`config.mk`:
```
export PLATFORM = sky130hd
export DESIGN_NAME = rx
export DESIGN_NICKNAME = d
export VERILOG_FILES = /design/src/rtl/uart_pkg.sv /design/src/rtl/baud_timer.sv /design/src/rtl/rx.sv
export SDC_FILE = /design/constraint.sdc
export NUM_CORES = 1
export LEC_CHECK = 0
export CAP_MARGIN = 10
export CELL_PAD_IN_SITES_DETAIL_PLACEMENT = 0
export CELL_PAD_IN_SITES_GLOBAL_PLACEMENT = 1
export CORE_ASPECT_RATIO = 1.1
export CORE_MARGIN = 2
export CORE_UTILIZATION = 47
export DETAILED_ROUTE_END_ITERATION = 10
export PLACE_DENSITY = 0.85
export SYNTH_ARGS = -nofsm -noshare
export SYNTH_HDL_FRONTEND = slang
export SYNTH_SLANG_ARGS = --single-unit
```
`constraint.sdc`:
```
create_clock -name clk -period 4.61 [get_ports clk]
set_input_delay 1.383 -clock clk [delete_from_list [all_inputs] [get_ports clk]]
set_output_delay 1.383 -clock clk [all_outputs]
set_load 0.02 [all_outputs]
```
`src/rtl/uart_pkg.sv`:
```
// Shared UART definitions used by both the rx and tx blocks:
// default line rate, frame width and the receiver FSM state encoding.
package uart_pkg;

    localparam int CLK_FREQUENCY = 100_000_000;
    localparam int BAUD_RATE     = 19_200;
    localparam int DATA_BITS     = 8;

    typedef enum logic [2:0] {
        IDLE,
        START,
        DATA,
        PAR,
        STOP,
        ACK
    } rx_state_t;

endpackage

```
`src/rtl/baud_timer.sv`:
```
// Bit-period timer: after clear, pulses done once every HALF or BIT period
// and restarts itself, so consecutive bit samples stay exactly one period apart.
module baud_timer #(
    parameter int BIT_CYCLES = 5208
) (
    input  logic clk,
    input  logic Reset,
    input  logic clear,
    input  logic half,
    output logic done
);

    localparam int HALF_CYCLES = BIT_CYCLES / 2;
    localparam int CNT_W       = (BIT_CYCLES > 1) ? $clog2(BIT_CYCLES) : 1;

    localparam logic [CNT_W-1:0] BIT_LAST  = CNT_W'(BIT_CYCLES - 1);
    localparam logic [CNT_W-1:0] HALF_LAST = CNT_W'(HALF_CYCLES - 1);

    logic [CNT_W-1:0] r_count;
    logic             w_expire;

    assign w_expire = (r_count == (half ? HALF_LAST : BIT_LAST));
    assign done     = w_expire && !clear;

    // Wrapping on expiry keeps the next period aligned to this sample point.
    always_ff @(posedge clk) begin
        if (Reset || clear || w_expire) begin
            r_count <= '0;
        end else begin
            r_count <= r_count + CNT_W'(1);
        end
    end

endmodule

```
`src/rtl/rx.sv`:
```
// UART receiver: 8 data bits, odd parity, one stop bit, sampled at bit
// midpoints; the byte is held on Dout with Receive high until Received.
module rx #(
    parameter int CLK_FREQUENCY = uart_pkg::CLK_FREQUENCY,
    parameter int BAUD_RATE     = uart_pkg::BAUD_RATE
) (
    input  logic                          clk,
    input  logic                          Reset,
    input  logic                          Sin,
    input  logic                          Received,
    output logic                          Receive,
    output logic [uart_pkg::DATA_BITS-1:0] Dout,
    output logic                          parityErr,
    output logic                          frameErr
);

    import uart_pkg::*;

    localparam int BIT_CYCLES = CLK_FREQUENCY / BAUD_RATE;
    localparam int IDX_W      = $clog2(DATA_BITS);

    logic                 r_sync1;
    logic                 r_sin_s;
    rx_state_t            r_state;
    logic [IDX_W-1:0]     r_idx;
    logic [DATA_BITS-1:0] r_shift;
    logic                 r_parity;
    logic [DATA_BITS-1:0] r_dout;
    logic                 r_parity_err;
    logic                 r_frame_err;
    logic                 r_receive;

    logic w_clear;
    logic w_half;
    logic w_done;

    // NOTE: both synchronizer flops reset to 1 so a reset never looks like a start bit.
    always_ff @(posedge clk) begin
        if (Reset) begin
            r_sync1 <= 1'b1;
            r_sin_s <= 1'b1;
        end else begin
            r_sync1 <= Sin;
            r_sin_s <= r_sync1;
        end
    end

    assign w_clear = (r_state == IDLE);
    assign w_half  = (r_state == START);

    baud_timer #(
        .BIT_CYCLES(BIT_CYCLES)
    ) u_timer (
        .clk  (clk),
        .Reset(Reset),
        .clear(w_clear),
        .half (w_half),
        .done (w_done)
    );

    // NOTE: every register here uses <= so all state updates see pre-edge values.
    always_ff @(posedge clk) begin
        if (Reset) begin
            r_state      <= IDLE;
            r_idx        <= '0;
            r_shift      <= '0;
            r_parity     <= 1'b0;
            r_dout       <= '0;
            r_parity_err <= 1'b0;
            r_frame_err  <= 1'b0;
            r_receive    <= 1'b0;
        end else begin
            case (r_state)
                IDLE: begin
                    if (!r_sin_s) begin
                        r_state <= START;
                    end
                end
                START: begin
                    if (w_done) begin
                        if (!r_sin_s) begin
                            r_state <= DATA;
                            r_idx   <= '0;
                        end else begin
                            r_state <= IDLE;
                        end
                    end
                end
                DATA: begin
                    if (w_done) begin
                        r_shift <= {r_sin_s, r_shift[DATA_BITS-1:1]};
                        if (r_idx == IDX_W'(DATA_BITS - 1)) begin
                            r_state <= PAR;
                        end else begin
                            r_idx <= r_idx + IDX_W'(1);
                        end
                    end
                end
                PAR: begin
                    if (w_done) begin
                        r_parity <= r_sin_s;
                        r_state  <= STOP;
                    end
                end
                STOP: begin
                    if (w_done) begin
                        r_dout       <= r_shift;
                        r_parity_err <= ~(^{r_shift, r_parity});
                        r_frame_err  <= ~r_sin_s;
                        r_receive    <= 1'b1;
                        r_state      <= ACK;
                    end
                end
                ACK: begin
                    if (Received) begin
                        r_receive <= 1'b0;
                        r_state   <= IDLE;
                    end
                end
                default: begin
                    r_receive <= 1'b0;
                    r_state   <= IDLE;
                end
            endcase
        end
    end

    assign Receive   = r_receive;
    assign Dout      = r_dout;
    assign parityErr = r_parity_err;
    assign frameErr  = r_frame_err;

endmodule

```
==> flow_summary.json, run 1 <==
{
  "core_sq_um": 3710,
  "grt_setup_unrepaired": "no",
  "synth_top_cell_by_area": "dfxtp_1",
  "first_global_vias": 1375,
  "vdd_drop_max_uv": 239,
  "avgRoutedWirePerCell_um": 12.7,
  "diodes": 0,
  "vias_per_cell": 5.27,
  "hold_violations": 0,
  "critPathKind": "reg2out",
  "htreeDepth": 2,
  "start_kind": "flop",
  "hold_buffers": 0,
  "critPathTopFamily": "buffers and inverters",
  "synth-seq-cells": 41,
  "routabilityCongestion": 0.831,
  "fp.dieW_um": 63.7,
  "syn_nets": 202,
  "ys_warn_count": 0,
  "syn_inst": 195,
  "cts_setup_buffers": 0,
  "cellPowerDensity_nw_per_um2": 289,
  "final_cell_mix": "41 x dfxtp_1, 40 x nor2_1, 18 x mux2i_1, 14 x clkdlybuf4s50_1",
  "fp-row-count": 23,
  "yosysSeqAreaShare_pct": 44.5,
  "cts_tree": "built",
  "syn_avg_cell_area_sq_um": 9.46,
  "drive_gt1_share_pct": 9.52,
  "design_area_sq_um": 2120,
  "hpwlAfterDp_um": 2330,
  "synth.top_cell.area_share_pct": 44.5,
  "synth_ff_type": "dfxtp_1",
  "relSlewSlack_pct": 49.1,
  "clock_sinks": 41,
  "crit_path_max_fanout": 2,
  "drt_wl_total_um": 3290,
  "async_flop_share_pct": 0,
  "placed_area_sq_um": 2030,
  "synth_edf_count": 0,
  "syn_area_sq_um": 1840,
  "min_period_over_period_pct": 57.1,
  "cts_resized": 0,
  "finish.utilization_pct": 57.0,
  "p_leak_nw": 0.798,
  "grt_max_degree": 33,
  "status": "completed",
  "drtAntennaViolNets": 0,
  "max_stage_delay_ps": 610,
  "area_delta_synth_final_pct": 14.8,
  "skew_ps": 8.84,
  "drc": 0,
  "initial_core_util_pct": 49.7,
  "drv_cap": 0,
  "cp.required_ps": 3230,
  "hp-class": "reg2reg",
  "fin_crit_ps": 2630,
  "finalSetupViolCount": 0,
  "final_common_cell": "dfxtp_1",
  "synth_cell_type_count": 34,
  "fp.dieH_um": 69.7,
  "yosys-top-cells-area": "dfxtp_1 45%, mux2i_1 9.8%, nor2_1 8.1%",
  "grt_use_total_pct": 17.0,
  "die_area_sq_um": 4440,
  "drtIter0Drc": 49,
  "nets": 217,
  "cts_buffer_depth": 2,
  "grt_pass1_wl_um": 6000,
  "antenna_found_initial": 0,
  "numCtsBuffers": 5,
  "cpMaxStageDelayCell": "clkdlybuf4s50_1",
  "clock_latency_ps": 290,
  "dr.pass1.iters": 4,
  "cts-root-buf": "clkbuf_8",
  "grt_overflow": 0,
  "fmax_mhz": 380,
  "worstPathCellList": "clkdlybuf4s50_1",
  "drv_slew": 0,
  "arrival_ps": 1250,
  "clk_pin_slew_ps": 80,
  "p_total_uw": 611,
  "crit_buf_inv": 1,
  "tns_ps": 0,
  "holdWs_ps": 430,
  "dr_total_vias": 1369,
  "io_buffers": 14,
  "end_kind": "output port",
  "ios": 15,
  "worstMarginPinSlew_ps": 764
}
Yosys cell counts, types with 2 or more instances:
master	n
or2_2	2
nor2_1	40
ha_1	3
nor3_1	3
nand2b_1	2
and4bb_2	5
nand4_1	4
a31oi_1	2
dfxtp_1	41
nand2_1	10
mux2i_1	18
nand3_1	7
xor2_1	7
clkbuf_1	6
a211oi_1	2
o21ai_0	3
xnor2_1	10
or3_1	2
inv_1	8
a21oi_1	5
o32ai_1	2
layer usage:
metal / global-route usage, % / share of wire (%) / routed length [um]
met2: 28.2 / 49 / 1600
met4: 6.28 / 1.3 / 44
met3: 5.84 / 3.6 / 118
met1: 20.1 / 47 / 1530
met5: 0 / 0 / 0
logic make-up (layout without fill, tap and decap cells):
| family | Yosys count | count (layout) | synth area share (%) |
|---|---|---|---|
| compound gates | 18 | 18 | 7.46 |
| buf+inv | 15 | 30 | 3.12 |
| mux | 19 | 19 | 10.4 |
| flops | 41 | 41 | 44.5 |
| simple gates | 81 | 81 | 23.2 |
| fa+ha+maj | 3 | 3 | 2.04 |
| xor+xnor | 18 | 18 | 9.29 |
registers in the layout, indices dropped and copies added, names as in the netlist:
| name | count |
|---|---|
| Receive | 1 |
| u_timer.r_count | 13 |
| Dout | 8 |
| r_sin_s | 1 |
| r_shift | 8 |
| r_parity | 1 |
| r_state | 3 |
| r_sync1 | 1 |
| frameErr | 1 |
| parityErr | 1 |
| r_idx | 3 |
per-stage QoR:
step | cells | setup WS [ps]
detailed placement | 253 | 1710
CTS | 260 | 1970
finish | 260 | 1980
floorplan | 195 | 2450
global route | 260 | 1930
global placement | 253 | 1800
where the power goes:
group | internal (mW) | switching (mW)
Sequential | 0.355 | 0.00252
Combinational | 0.00617 | 0.00856
Clock | 0.118 | 0.120
Total | 0.480 | 0.131
final timing paths:
check | startpoint | end | slack [ps] | depth (start not counted)
max | Dout[4] | Dout[4] | 1980 | 1
min | r_sync1 | r_sin_s | 430 | 1
max reg2reg | u_timer.r_count[0] | r_shift[0] | 2300 | 6
min reg2reg | r_sync1 | r_sin_s | 430 | 1
final cells by class:
type | count | area, sq um
inverters | 8 | 30.0
flip-flops and latches | 41 | 821
multi-input cells | 139 | 966
well taps | 50 | 62.6
fillers | 327 | 1600
clock inverters | 1 | 7.51
clock buffers | 6 | 82.6
repair buffers | 15 | 148
Note: power is estimated with default switching activity, not from simulation.
==> run 2, diff against run 1 <==
Settings changed: CORE_UTILIZATION 47 to 40, PLACE_DENSITY 0.85 to 0.78.
Clock period 4.61 ns to 2.17 ns, I/O delays scaled along.
==> flow_summary.json, run 2 (same netlist as run 1, synthesis figures left out) <==
{
  "status": "completed",
  "fin_crit_ps": 1980,
  "fin_cells": 270,
  "min_period_over_period_pct": 91.1,
  "fp.dieH_um": 75.2,
  "grt_max_degree": 32,
  "avgRoutedWirePerCell_um": 12.5,
  "clk_pin_slew_ps": 90,
  "end_kind": "flop",
  "htreeDepth": 2,
  "final_cell_mix": "41 x dfxtp_1, 40 x nor2_1, 18 x mux2i_1, 14 x clkdlybuf4s50_1",
  "vias_per_cell": 5.14,
  "cellPowerDensity_nw_per_um2": 645,
  "tns_ps": 0,
  "skew_ps": 9.03,
  "final_common_cell": "dfxtp_1",
  "cts-root-buf": "clkbuf_8",
  "area_delta_synth_final_pct": 18.6,
  "design_area_sq_um": 2190,
  "ios": 15,
  "hpwlAfterDp_um": 2400,
  "dr_total_vias": 1389,
  "first_global_vias": 1384,
  "dr.pass1.iters": 4,
  "drtIter0Drc": 59,
  "crit_path_max_fanout": 8,
  "critPathKind": "reg2reg",
  "initial_core_util_pct": 42.1,
  "fmax_mhz": 506,
  "nets": 222,
  "relSlewSlack_pct": 69.6,
  "clock_sinks": 41,
  "grt_setup_unrepaired": "no",
  "drv_slew": 0,
  "top_register": "u_timer.r_count",
  "finalSetupViolCount": 0,
  "grt_pass1_wl_um": 6000,
  "post-place-ws_ps": 134,
  "worstMarginPinSlew_ps": 455,
  "hold_violations": 0,
  "io_buffers": 14,
  "routabilityCongestion": 0.838,
  "placed_area_sq_um": 2070,
  "hp-class": "reg2reg",
  "p_leak_nw": 0.832,
  "largest_reg_flops": 13,
  "fp-row-count": 25,
  "cp.required_ps": 2350,
  "clock_latency_ps": 300,
  "drc": 0,
  "grt_use_total_pct": 15.3,
  "arrival_ps": 2160,
  "drt_wl_total_um": 3370,
  "placed_cells": 262,
  "drv_cap": 0,
  "cts_setup_buffers": 0,
  "die_area_sq_um": 5170,
  "drtAntennaViolNets": 0,
  "vdd_drop_max_uv": 414,
  "setup_ws_ps": 193,
  "antenna_found_initial": 0,
  "diodes": 0,
  "cts_buffer_depth": 2,
  "numCtsBuffers": 5,
  "drive_gt1_share_pct": 12.5,
  "fp.dieW_um": 68.7,
  "core_sq_um": 4380,
  "cts_tree": "built",
  "grt_overflow": 0,
  "start_kind": "flop"
}
==> run 2: timing repair <==
item                                    in CTS  in global routing
resized for setup                            0                  1
hold buffers                                 0                  0
endpoints found under the hold margin        0                  0
endpoints found under the setup margin       0                  6
==> run 2: through the flow <==
stage          hold slack, ps  power [mW]  util, %
2_1_floorplan             389       0.798        -
3_3_place_gp              393       0.810     47.3
3_5_place_dp              408       0.811     47.3
4_1_cts                   424        1.43     49.9
5_1_grt                   426        1.47     49.9
6_report                  414        1.41     49.9
==> run 2: worst max-delay path, stage by stage, from the launching register on <==
cell       delay (ps)
dfxtp_1           360
ha_2              230
nor4b_2           240
nand4_2           180
a2111oi_4         360
buf_4             230
mux2i_1           200
nor2_1             50
==> run 2: final timing paths <==
kind         slack, ps         end               start  cells past startpoint
max                190  r_shift[0]  u_timer.r_count[0]                      7
min                410     r_sin_s             r_sync1                      1
max reg2reg        190  r_shift[0]  u_timer.r_count[0]                      7
min reg2reg        410     r_sin_s             r_sync1                      1
==> run 2: report_power, final <==
| part | internal, mW | total [mW] | switching [mW] | leakage, nW |
|---|---|---|---|---|
| Sequential | 0.755 | 0.757 | 0.00187 | 0.331 |
| Clock | 0.344 | 0.618 | 0.274 | 0.0543 |
| Combinational | 0.0145 | 0.0369 | 0.0224 | 0.447 |
| Total | 1.11 | 1.41 | 0.298 | 0.832 |
==> run 2: layout make-up <==
type	count	area, sq um
timing repair buffer	20	185
tap	54	67.6
clock inverter	3	46.3
sequential	41	821
multi-input combinational	139	968
fill	430	2190
clock buffer	5	68.8
inverter	8	30.0
==> run 2: routing by layer <==
metal	share of wire [%]	vias up	track usage [%]
met3	2.9	6	4.63
met1	47	660	18.1
met2	48	13	25.9
met5	0	-	0
met4	1.4	0	6.10
li1	-	710	-
==> run 3, diff against run 2 <==
Settings changed: CORE_UTILIZATION 40 to 44, PLACE_DENSITY 0.78 to 0.81.
Clock period 2.17 ns to 1.9 ns, I/O delays scaled along.
==> flow_summary.json, run 3 (same netlist as run 1, synthesis figures left out) <==
{
  "status": "completed",
  "grt_pass1_wl_um": 6090,
  "grt_max_degree": 32,
  "placed_area_sq_um": 2120,
  "p_int_mw": 1.14,
  "critPathKind": "reg2out",
  "switching_share_pct": 22.5,
  "cp.required_ps": 1330,
  "vdd_drop_max_uv": 471,
  "grt_setup_unrepaired": "yes",
  "io_buffers": 14,
  "clock_latency_ps": 300,
  "seq_power_share_pct": 58.7,
  "cts_tree": "built",
  "drive_gt1_share_pct": 17.0,
  "combPwrFrac_pct": 3.0,
  "drv_slew": 0,
  "final_common_cell": "nor2_1",
  "drtAntennaViolNets": 0,
  "final_cell_mix": "40 x nor2_1, 39 x dfxtp_1, 18 x mux2i_1, 14 x clkdlybuf4s50_1, 13 x buf_4",
  "fp.dieW_um": 65.7,
  "worstPathCellList": "clkdlybuf4s50_1",
  "max_stage_delay_ps": 620,
  "relSlewSlack_pct": 80.5,
  "die_area_sq_um": 4730,
  "dr.pass1.iters": 4,
  "antenna_found_initial": 0,
  "post-place-ws_ps": 21.7,
  "min_period_over_period_pct": 96.6,
  "clk_pin_slew_ps": 80,
  "p_switching_uw": 332,
  "drt_wl_total_um": 3460,
  "fp-row-count": 24,
  "dr_total_vias": 1427,
  "ios": 15,
  "critPathTopFamily": "buffers and inverters",
  "fin_crit_ps": 1840,
  "p_total_mw": 1.47,
  "area_delta_synth_final_pct": 22.0,
  "grt_use_total_pct": 16.6,
  "first_global_vias": 1422,
  "ff2ff_path_depth": 7,
  "drv_cap": 0,
  "skew_ps": 9.72,
  "top_register": "u_timer.r_count",
  "hold_buffers": 0,
  "fmax_mhz": 545,
  "vias_per_cell": 5.17,
  "end_kind": "output port",
  "htreeDepth": 2,
  "cp.depth": 1,
  "cts-root-buf": "clkbuf_8",
  "p_leak_nw": 0.871,
  "drc": 0,
  "largest_reg_flops": 13,
  "hold_violations": 0,
  "hold_depth": 1,
  "clock_sinks": 41,
  "hpwlAfterDp_um": 2500,
  "nets": 230,
  "fp.dieH_um": 71.9,
  "design_area_sq_um": 2250,
  "grt_overflow": 0,
  "routabilityCongestion": 0.827,
  "cpMaxStageDelayCell": "clkdlybuf4s50_1",
  "finalSetupViolCount": 0,
  "arrival_ps": 1270,
  "worstMarginPinSlew_ps": 290,
  "p_clk_share_pct": 38.3,
  "numCtsBuffers": 5,
  "diodes": 0,
  "setup_ws_ps": 64.3,
  "crit_path_max_fanout": 3,
  "placed_cells": 265,
  "fin_cells": 276,
  "core_sq_um": 3990,
  "start_kind": "flop",
  "tns_ps": 0,
  "cellPowerDensity_nw_per_um2": 654,
  "drtIter0Drc": 36,
  "fillers": 361,
  "hp-class": "reg2reg",
  "avgRoutedWirePerCell_um": 12.5,
  "initial_core_util_pct": 46.2,
  "cts_buffer_depth": 2,
  "crit_buf_inv": 1
}
[run 3: per-stage QoR]
stage | util (%) | hold WS (ps)
2_1_floorplan | - | 389
3_3_place_gp | 53.1 | 393
3_5_place_dp | 53.1 | 397
4_1_cts | 55.4 | 417
5_1_grt | 56.4 | 421
6_report | 56.4 | 413
[run 3: layer usage]
metal | wire [um] | track usage, %
met5 | 0 | 0
met4 | 46 | 4.86
met3 | 105 | 5.58
met2 | 1760 | 29.7
met1 | 1540 | 18.6
[run 3: final cells by class]
class	count	area (sq um)	area share [%]
clock inverter	3	22.5	1.00
clock buffer	5	68.8	3.06
tap	52	65.1	2.89
multi-input combinational	139	992	44.1
sequential	41	823	36.6
timing repair buffer	28	249	11.1
inverter	8	30.0	1.33
[run 3: final timing paths]
check                      from         end  slack, ps
min                     r_sync1     r_sin_s        410
max                     Receive     Receive         60
max reg2reg  u_timer.r_count[0]  r_shift[4]         70
min reg2reg             r_sync1     r_sin_s        410
[run 3: repair_timing]
action | in CTS | in global routing
gates resized for setup | 0 | 3
setup buffers | 0 | 3
setup endpoints to repair | 0 | 22
[run 3: worst reg2reg max path: stages (launching register included)]
cell and delay [ps]:
dfxtp_2 370, ha_4 150, nor4b_4 200, nand4_2 180, a2111oi_4 380, buf_6 200, mux2i_1 200, nor2_1 50
[run 3: power groups by stage]
stage / clock network (mW) / logic [mW] / registers (mW)
after floorplan: 0 / 0.0260 / 0.886
after global placement: 0 / 0.0409 / 0.885
after detailed placement: 0 / 0.0422 / 0.885
after CTS: 0.588 / 0.0425 / 0.865
after global routing: 0.622 / 0.0492 / 0.865
final: 0.564 / 0.0437 / 0.865
